<file path="src/rtl/adder_seq_pkg.sv">
// Shared types, widths and operand helpers for the five-adder operand sequencer.
package adder_seq_pkg;

  localparam int NUM_OPS = 4;
  localparam int OP_W    = 4;
  localparam int SUM_W   = 6;

  // Encoding is ordered so each timed state advances to state+1.
  typedef enum logic [3:0] {
    ST_IDLE    = 4'd0,
    ST_SETUP0  = 4'd1,
    ST_HOLD0   = 4'd2,
    ST_SETUP1  = 4'd3,
    ST_HOLD1   = 4'd4,
    ST_SETUP2  = 4'd5,
    ST_HOLD2   = 4'd6,
    ST_SETUP3  = 4'd7,
    ST_HOLD3   = 4'd8,
    ST_ROT     = 4'd9,
    ST_RELEASE = 4'd10
  } seq_state_e;

  function automatic logic [OP_W-1:0] op_slice(input logic [NUM_OPS*OP_W-1:0] ops,
                                               input logic [1:0] idx);
    return ops[idx*OP_W +: OP_W];
  endfunction

  function automatic logic [SUM_W-1:0] nibble_sum(input logic [NUM_OPS*OP_W-1:0] ops);
    logic [SUM_W-1:0] acc;
    acc = {SUM_W{1'b0}};
    for (int i = 0; i < NUM_OPS; i++) begin
      acc = acc + SUM_W'(op_slice(ops, 2'(i)));
    end
    return acc;
  endfunction

endpackage

</file>
<file path="src/rtl/phase_timer.sv">
// Loadable down-counter with a zero flag; times every non-idle sequencer state.
module phase_timer #(
  parameter int W = 16
) (
  input  logic         clk,
  input  logic         rst_n,
  input  logic         load,
  input  logic [W-1:0] load_val,
  output logic         zero
);

  logic [W-1:0] count_r;

  // Count down to zero and park there until the next load.
  always_ff @(posedge clk or negedge rst_n) begin
    if (!rst_n) begin
      count_r <= {W{1'b0}};
    end else if (load) begin
      count_r <= load_val;
    end else if (count_r != {W{1'b0}}) begin
      count_r <= count_r - {{(W-1){1'b0}}, 1'b1};
    end else begin
      count_r <= count_r;
    end
  end

  assign zero = (count_r == {W{1'b0}});

endmodule

</file>
<file path="src/rtl/adder_operand_sequencer.sv">
// Drives four operands into the front-panel adder via t/PB1..PB4, requests the sum
// with ROT_SWITCH, captures it and compares it with a locally computed sum.
module adder_operand_sequencer
  import adder_seq_pkg::*;
#(
  parameter int SETTLE_CYCLES = 2,
  parameter int RESULT_WAIT   = 2
) (
  input  logic                     clk,
  input  logic                     rst_n,
  input  logic                     start,
  input  logic [NUM_OPS*OP_W-1:0]  operands,
  output logic                     busy,
  output logic                     done,
  output logic [SUM_W-1:0]         result,
  output logic                     result_cout,
  output logic                     mismatch,
  output logic [OP_W-1:0]          t,
  output logic                     pb1,
  output logic                     pb2,
  output logic                     pb3,
  output logic                     pb4,
  output logic                     rot_switch,
  input  logic [SUM_W-1:0]         sum_in,
  input  logic                     cout_in
);

  localparam int TMR_W = 16;
  localparam logic [TMR_W-1:0] SETTLE_LOAD = TMR_W'(SETTLE_CYCLES - 1);
  localparam logic [TMR_W-1:0] ROT_LOAD    = TMR_W'(RESULT_WAIT - 1);

  seq_state_e                state_r, state_next_s;
  logic [NUM_OPS*OP_W-1:0]   ops_r, ops_src_s;
  logic [SUM_W-1:0]          expected_r;
  logic                      tmr_load_s, tmr_zero_s;
  logic [TMR_W-1:0]          tmr_val_s;
  logic [OP_W-1:0]           t_s;
  logic [3:0]                pb_s;
  logic                      rot_s, busy_s, done_s;

  phase_timer #(.W(TMR_W)) u_timer (
    .clk      (clk),
    .rst_n    (rst_n),
    .load     (tmr_load_s),
    .load_val (tmr_val_s),
    .zero     (tmr_zero_s)
  );

  // Next-state logic: every timed state advances when its phase count expires.
  always_comb begin
    state_next_s = state_r;
    case (state_r)
      ST_IDLE: begin
        if (start) state_next_s = ST_SETUP0;
        else       state_next_s = ST_IDLE;
      end
      ST_SETUP0, ST_HOLD0, ST_SETUP1, ST_HOLD1,
      ST_SETUP2, ST_HOLD2, ST_SETUP3, ST_HOLD3, ST_ROT: begin
        if (tmr_zero_s) state_next_s = seq_state_e'(state_r + 4'd1);
        else            state_next_s = state_r;
      end
      ST_RELEASE: begin
        if (tmr_zero_s) state_next_s = ST_IDLE;
        else            state_next_s = ST_RELEASE;
      end
      default: state_next_s = ST_IDLE;
    endcase
  end

  // Output decode from the next state so every output is a plain register.
  always_comb begin
    tmr_load_s = (state_next_s != state_r);
    tmr_val_s  = (state_next_s == ST_ROT) ? ROT_LOAD : SETTLE_LOAD;
    ops_src_s  = (state_r == ST_IDLE) ? operands : ops_r;
    t_s        = {OP_W{1'b0}};
    pb_s       = 4'b0000;
    rot_s      = 1'b0;
    busy_s     = 1'b1;
    case (state_next_s)
      ST_IDLE:    busy_s = 1'b0;
      ST_SETUP0:  t_s = op_slice(ops_src_s, 2'd0);
      ST_HOLD0:   begin t_s = op_slice(ops_src_s, 2'd0); pb_s = 4'b0001; end
      ST_SETUP1:  begin t_s = op_slice(ops_src_s, 2'd1); pb_s = 4'b0001; end
      ST_HOLD1:   begin t_s = op_slice(ops_src_s, 2'd1); pb_s = 4'b0011; end
      ST_SETUP2:  begin t_s = op_slice(ops_src_s, 2'd2); pb_s = 4'b0011; end
      ST_HOLD2:   begin t_s = op_slice(ops_src_s, 2'd2); pb_s = 4'b0111; end
      ST_SETUP3:  begin t_s = op_slice(ops_src_s, 2'd3); pb_s = 4'b0111; end
      ST_HOLD3:   begin t_s = op_slice(ops_src_s, 2'd3); pb_s = 4'b1111; end
      ST_ROT:     begin t_s = op_slice(ops_src_s, 2'd3); pb_s = 4'b1111; rot_s = 1'b1; end
      ST_RELEASE: busy_s = 1'b1;
      default:    busy_s = 1'b0;
    endcase
    done_s = (state_r == ST_ROT) && (state_next_s == ST_RELEASE);
  end

  // State and panel-facing output registers.
  always_ff @(posedge clk or negedge rst_n) begin
    if (!rst_n) begin
      state_r    <= ST_IDLE;
      t          <= {OP_W{1'b0}};
      pb1        <= 1'b0;
      pb2        <= 1'b0;
      pb3        <= 1'b0;
      pb4        <= 1'b0;
      rot_switch <= 1'b0;
      busy       <= 1'b0;
      done       <= 1'b0;
    end else begin
      state_r    <= state_next_s;
      t          <= t_s;
      pb1        <= pb_s[0];
      pb2        <= pb_s[1];
      pb3        <= pb_s[2];
      pb4        <= pb_s[3];
      rot_switch <= rot_s;
      busy       <= busy_s;
      done       <= done_s;
    end
  end

  // Operands and their reference sum are frozen when a request is accepted.
  always_ff @(posedge clk or negedge rst_n) begin
    if (!rst_n) begin
      ops_r      <= {(NUM_OPS*OP_W){1'b0}};
      expected_r <= {SUM_W{1'b0}};
    end else if ((state_r == ST_IDLE) && start) begin
      ops_r      <= operands;
      expected_r <= nibble_sum(operands);
    end else begin
      ops_r      <= ops_r;
      expected_r <= expected_r;
    end
  end

  // Result capture on the edge that leaves ROT; held until the next capture.
  always_ff @(posedge clk or negedge rst_n) begin
    if (!rst_n) begin
      result      <= {SUM_W{1'b0}};
      result_cout <= 1'b0;
      mismatch    <= 1'b0;
    end else if (done_s) begin
      result      <= sum_in;
      result_cout <= cout_in;
      mismatch    <= (sum_in != expected_r);
    end else begin
      result      <= result;
      result_cout <= result_cout;
      mismatch    <= mismatch;
    end
  end

endmodule

</file>
<file path="config.mk">
export PLATFORM = sky130hd
export DESIGN_NAME = adder_operand_sequencer
export DESIGN_NICKNAME = d
export VERILOG_FILES = /design/src/rtl/adder_seq_pkg.sv /design/src/rtl/phase_timer.sv /design/src/rtl/adder_operand_sequencer.sv
export SDC_FILE = /design/constraint.sdc
export NUM_CORES = 1
export LEC_CHECK = 0
export BUFFER_PORTS_ARGS = -buffer_cell sky130_fd_sc_hd__buf_2
export CAP_MARGIN = 20
export CORE_MARGIN = 4
export CORE_UTILIZATION = 60
export CTS_BUF_LIST = sky130_fd_sc_hd__clkbuf_2
export CTS_CLUSTER_DIAMETER = 30
export CTS_CLUSTER_SIZE = 8
export DETAILED_ROUTE_END_ITERATION = 10
export GPL_TIMING_DRIVEN = 0
export HOLD_SLACK_MARGIN = 0.12
export PLACE_DENSITY = 0.86
export SETUP_SLACK_MARGIN = 0.02
export SLEW_MARGIN = 40
export SYNTH_ARGS = -nofsm -noshare
export SYNTH_HDL_FRONTEND = slang
export SYNTH_HIERARCHICAL = 1
export SYNTH_SLANG_ARGS = --single-unit
</file>
<file path="constraint.sdc">
create_clock -name clk -period 6.59 [get_ports clk]
set_input_delay 0.9885 -clock clk [delete_from_list [all_inputs] [get_ports clk]]
set_output_delay 0.9885 -clock clk [all_outputs]
set_load 0.1 [all_outputs]
</file>
==> After elaboration in Yosys (flattened, before gate mapping) <==
Index checks and enable logic that the tools add are counted.
{ "classes": {"add_sub_neg": 5, "n_eq_ne": 22, "n_mux": 11, "n_reduce_logical": 16} }
{ "ops": {"columns": ["operator", "n"], "rows": [
  ["$mux W16", 3],
  ["$eq A4 B3 Y1 const B", 8],
  ["$pmux W4 S4", 2],
  ["$eq A4 B4 Y1 const B", 6],
  ["$eq A4 B2 Y1 const B", 4],
  ["$logic_not A16 Y1", 1],
  ["$reduce_bool A16 Y1", 1],
  ["$sub A16 B1 Y16 const B", 1],
  ["$reduce_or A2 Y1", 7],
  ["$pmux W4 S3", 1],
  ["$reduce_or A10 Y1", 1],
  ["$reduce_or A9 Y1", 1],
  ["$eq A4 B1 Y1 const B", 2],
  ["$mux W4", 2],
  ["$add A5 B4 Y6", 1],
  ["$add A6 B4 Y6", 1],
  ["$ne A6 B6 Y1", 1],
  ["$add A4 B4 Y5", 1],
  ["$add A4 B1 Y4 const B", 1],
  ["$logic_not A4 Y1", 1],
  ["$ne A4 B4 Y1", 1],
  ["$mux W1", 3],
  ["$reduce_or A3 Y1", 1],
  ["$logic_and A1 B1 Y1", 2],
  ["$reduce_bool A2 Y1", 1]
]} }
{ "word_totals": {"reg_bits": 61, "in_bits": 26, "out_inout_bits": 19, "elab_cells": 69} }

==> Longest topological paths before layout <==
{ "logic_depth": {"depth_word": 6, "ltp_mapped": 15, "depth_no_buf": 12} }

==> Modules after synthesis <==
Netlist, hierarchy kept.
{ "by_module_without_submodules": {"columns": ["module", "n_inst", "cells_each", "area_per_inst_um2", "seq_area_each_um2"], "rows": [
  ["adder_operand_sequencer", 1, 266, 2690.1, 1126.1],
  ["phase_timer", 1, 104, 1006.0, 400.4]
]} }

==> Worst setup path before layout <==
No wires, ideal clock.
{ "synth_path": {"path_type": "reg2reg", "from": "register u_timer.count_r[0]", "to": "register u_timer.count_r[6]", "setup_ns": 0.142, "t_arrival_ns": 3.084, "t_required_ns": 6.448, "path_slack_ns": 3.365, "stages_incl_launch_ff": 15, "n_path_buf": 3, "period_less_slack_ns": 3.225, "cell_sequence": "dfrtp_1 inv_1 ha_1 nor3b_4 nand3_2 nor2_1 buf_2 nand4_1 xnor2_1 a21oi_1 xor2_1 nand3_1 clkbuf_1 clkbuf_1 o221ai_1"} }
{ "synth_via": {"elab_chain_len": 5, "word_cells_on_any_way": 10, "classes_between": "add/sub: 1; eq/ne: 1; mux: 5; reduce/logical: 3"} }
{ "synth_lines": {"columns": ["item", "line", "text"], "rows": [
  ["start, declared", "phase_timer.sv:12", "logic [W-1:0] count_r;"],
  ["start signal, assigned", "phase_timer.sv:17", "count_r <= {W{1'b0}};"],
  ["start signal, assigned", "phase_timer.sv:19", "count_r <= load_val;"],
  ["start signal, assigned", "phase_timer.sv:21", "count_r <= count_r - {{(W-1){1'b0}}, 1'b1};"],
  ["$logic_not A16 Y1 (*)", "phase_timer.sv:27", "assign zero = (count_r == {W{1'b0}});"],
  ["named net tmr_zero_s", "adder_operand_sequencer.sv:35", "logic tmr_load_s, tmr_zero_s;"],
  ["$mux W4, on equally long branches", "adder_operand_sequencer.sv:59, adder_operand_sequencer.sv:63", null],
  ["$pmux W4 S3 (*)", "adder_operand_sequencer.sv:52", "case (state_r)"],
  ["$ne A4 B4 Y1 (*)", "adder_operand_sequencer.sv:72", "tmr_load_s = (state_next_s != state_r);"],
  ["named net tmr_load_s", "adder_operand_sequencer.sv:35", null],
  ["$mux W16 or $reduce_bool A2 Y1 (tied branches)", null, null]
]} }
Mark *: on every way through the listed nets, which the timed path passes. The rest lies on a longest branch. The select of a mux whose other input is x is not followed.
A chain may end at the register's enable or synchronous reset.

==> Worst setup path in the final report <==
{ "layout_path": {"from": "register u_timer.count_r[0]", "to": "register u_timer.count_r[12]"} }
The elaborated chain is that of the path after synthesis.

==> flow_summary_export.csv <==
group,metric,value,unit
synth,yosysUniqueCellTypes,66,
clock_network,cts_tree,"yes",
worst_setup_path,crit_path_cell_trace,"inv_1 -> ha_1 -> nor3b_4 -> nand3_2 -> nor2_1 -> buf_2 -> nand4_1 -> xnor2_1 -> a21oi_1 -> xor2_1 -> nand3_1 -> clkbuf_1 -> clkbuf_1 -> o211ai_1",
clock_network,cts_max_level,3,
synth,synth_top_area_share,0.4130,
cells_and_area,regArea,0.001526,mm2
synth,synth.avg_cell_area,9.989,um2
cells_and_area,drive_gt1_frac,0.2050,
synth,synth_area,0.003696,mm2
synth,synth_ff_type,"dfrtp_1",
floorplanning,boundaryPins,45,
routing,dr.pass1.iters,4,
clock_network,cts_hold_buf,0,
cells_and_area,final_area,0.004182,mm2
cells_and_area,n_antenna_cell,0,
grt,grt_max_degree,62,
clock_network,clockBufferDepth,2,
floorplanning,die_area,0.007480,mm2
grt,antenna_found_initial,0,
routing,drc,0,
worst_setup_path,arrival,4.53,ns
worst_setup_path,endpoint_kind,"flop",
clock_network,ctsResizeCount,0,
run,maxCapViolations,0,
floorplanning,fp.dieW,86.49,um
synth,ys_seq_elements,61,
timing,max_freq,240.3,MHz
timing,relSlewSlack,0.4966,
grt,grt_pass1_vias,2899,
worst_setup_path,cp_slowest_cell,"dfrtp_1",
place,io_buffer_count,44,
grt,grt_use_met1,0.3414,
worst_setup_path,required,6.96,ns
worst_setup_path,reg2reg_to,"u_timer/count_r[12]$_DFFE_PN0P_",
run_status,status,"completed",
worst_setup_path,timing.critical_path.buf_inv,4,
timing,max_slew.worst_pin.slew,0.7488,ns
worst_setup_path,reg2reg_slack,2.43,ns
worst_setup_path,slowest_delay,0.46,ns
worst_setup_path,critPathTopFamily,"simple AND/OR/NAND/NOR gates",
synth,synth_edf_count,0,
cells_and_area,nets,483,
synth,synthTopCellsByArea,"dfrtp_1 41%, nand2_1 7.5%, mux2i_1 5.1%, fa_1 4.3%, ha_1 3.4%",
worst_setup_path,reg2reg_from,"u_timer/count_r[0]$_DFFE_PN0P_",
clock_network,cts_setup_buffers,0,
timing,rsz0062_at_grt,"false",
worst_setup_path,crit_path_frequent_cell,"clkbuf_1",
synth,synth-async-reset-ratio,1.000,
floorplanning,rows,28,
grt,busiest_layer,"met2",
clock_network,clock_sinks,61,
routing,drt-total-wl,8337,um
power_and_ir_drop,irDropWorstVdd,0.2719,mV
timing,final.setup.tns,0,ns
synth,synth_seq_area_share,0.4130,
worst_setup_path,endpoint,"u_timer/count_r[12]$_DFFE_PN0P_",
cells_and_area,n_fill_cell,456,
clock_network,clk_pin_slew,0.18,ns
timing,layout_min_cycle_time,4.162,ns
timing,finalHoldViolCount,0,
place,hpwl,6167,um
synth,yosys_warnings,6,
worst_setup_path,worstSetupPathType,"flop to flop",
clock_network,clk_latency,0.50,ns
timing,slew_violations,0,
synth,synth_top_area_cell,"dfrtp_1",
cells_and_area,fin_cells,519,
floorplanning,start_util,0.6206,
synth,syn_inst,370,
worst_setup_path,startpoint_type,"flop",
place,dp_worst_setup_slack,2.507,ns
timing,finalWorstSetupSlack,2.428,ns
power_and_ir_drop,leakage,0.002024,uW
routing,wl_per_cell,16.06,um
routing,routed-via-count,2940,
timing,fin_crit_sh,0.6316,
clock_network,tritoncts.num_buffers,9,
worst_setup_path,startpoint,"u_timer/count_r[0]$_DFFE_PN0P_",
worst_setup_path,path_depth,14,
routing,viasPerCell,5.665,
worst_setup_path,cp_max_fo,10,
worst_setup_path,rr_worst_depth,14,
floorplanning,core_area,0.005956,mm2
grt,grt.met2_usage,0.3720,
routing,ant_nets,0,
grt,grt_pass1_wl,14210,um
place,gp_congestion,0.9343,
cells_and_area,syn2layout_area_growth,13.13,%
place,postPlaceCellArea,0.004065,mm2
place,place_inst,503,
clock_network,cts-root-buf,"clkbuf_2",
grt,grt_util_met3,0.03422,
floorplanning,die_y,86.49,um
routing,dr.first_iter.drc_count,168,
cells_and_area,multi_input_area,0.002106,mm2
timing,finalClockSkew,0.02689,ns
timing,setup_viol,0,
grt,grt-ovfl-total,0,
grt,grt_usage,0.2425,
power_and_ir_drop,p_per_area,391.8,mW/mm2
hold_path,hp-class,"primary input to asynchronous set/reset pin",
## sequential cells by signal (all words and copies together), names as in the netlist
signal           cells
state_r              4
result               6
pb4                  1
rot_switch           1
pb1                  1
done                 1
pb2                  1
result_cout          1
busy                 1
expected_r           6
u_timer/count_r     16
pb3                  1
ops_r               16
t                    4
mismatch             1
## layout by cell type (no fill, tap or decap), types with 6 or more instances in the layout
master    Yosys  final
o21ai_0      10     10
nand2_1      74     74
a21oi_1      13     13
xnor2_1      13     13
inv_1        10     10
mux2i_1      19     19
nor3_1        6      6
nor2_1       11     11
buf_2         6     49
clkbuf_1      9      9
o211a_1       6      6
fa_1          8      8
nand3_1       8      8
xor2_1        8      8
mux2_2        9      9
dfrtp_1      61     61
conb_1        2     16
clkbuf_2      0     10
ha_1         10     10
nand2b_1     10     10
## per-stage QoR
stage            util  hold slack, ns  total power (uW)
6_report       0.7021          0.4208              1638
5_1_grt        0.7021          0.4203              1761
4_1_cts        0.7015          0.4989              1640
3_5_place_dp   0.6826          0.4612              1403
3_3_place_gp   0.6821          0.4563              1363
2_1_floorplan       -          0.4450              1214
## layout make-up
class / instances / share of cell area
inverters: 10 / 0.008977
well taps: 75 / 0.02244
clock inverters: 6 / 0.01496
multi-input cells: 296 / 0.5036
flip-flops and latches: 61 / 0.3650
repair buffers: 44 / 0.05416
clock buffers: 10 / 0.01197
plain buffers: 17 / 0.01885
## worst min-delay path by stage
| stage | end | startpoint | slack (ns) | cells after the start |
|---|---|---|---|---|
| floorplan | ops_r[0]$_DFFE_PN0N_ | ops_r[0]$_DFFE_PN0N_ | 0.44 | 2 |
| global placement | ops_r[5]$_DFFE_PN0N_ | ops_r[5]$_DFFE_PN0N_ | 0.46 | 2 |
| detailed placement | ops_r[7]$_DFFE_PN0N_ | ops_r[7]$_DFFE_PN0N_ | 0.46 | 2 |
| CTS | ops_r[1]$_DFFE_PN0N_ | ops_r[1]$_DFFE_PN0N_ | 0.50 | 2 |
| global route | u_timer/count_r[4]$_DFFE_PN0P_ | rst_n | 0.42 | 1 |
| finish | u_timer/count_r[4]$_DFFE_PN0P_ | rst_n | 0.42 | 1 |
## power breakdown
| group | total [uW] | switching (uW) | internal, uW |
|---|---|---|---|
| Clock | 233 | 145 | 88.4 |
| Combinational | 785 | 497 | 288 |
| Sequential | 620 | 111 | 509 |
| Total | 1640 | 753 | 886 |
## synthesized netlist by cell type (all sizes together), types with 2 or more instances
cell type / number
a221o: 2
buf: 8
o221ai: 5
nor3b: 2
nor2b: 5
conb: 2
and4bb: 2
or2: 2
a21o: 3
dfrtp: 61
xor2: 9
nor4: 6
o211ai: 5
nand4b: 3
xnor2: 13
ha: 10
nand3: 9
nand3b: 2
o211a: 6
inv: 10
o31a: 2
a211oi: 5
nand2: 74
mux2: 9
nor3: 7
nor2: 12
mux2i: 19
nand4: 3
o21ai: 13
a21oi: 14
clkbuf: 9
nand2b: 10
fa: 8
## cell families (layout without fill, tap and decap cells)
group                      Yosys count  after routing  share of synthesized area
buffers and inverters               27             87                    0.03148
other                                2             16                   0.002032
xor gates and xnor gates            22             22                    0.05417
DFF                                 61             61                     0.4130
muxes                               28             28                    0.07888
AOI/OAI and AO/OA                   69             69                     0.1378
adders and majority gates           18             18                    0.07718
and+or+nand+nor                    143            143                     0.2055
## metal layers
layer / vias up / part of all wire
met4: 0 / 0.023
li1: 1432 / -
met3: 21 / 0.042
met1: 1412 / 0.46
met5: - / 0
met2: 75 / 0.48
No activity file was read; power rests on OpenSTA's default activity.
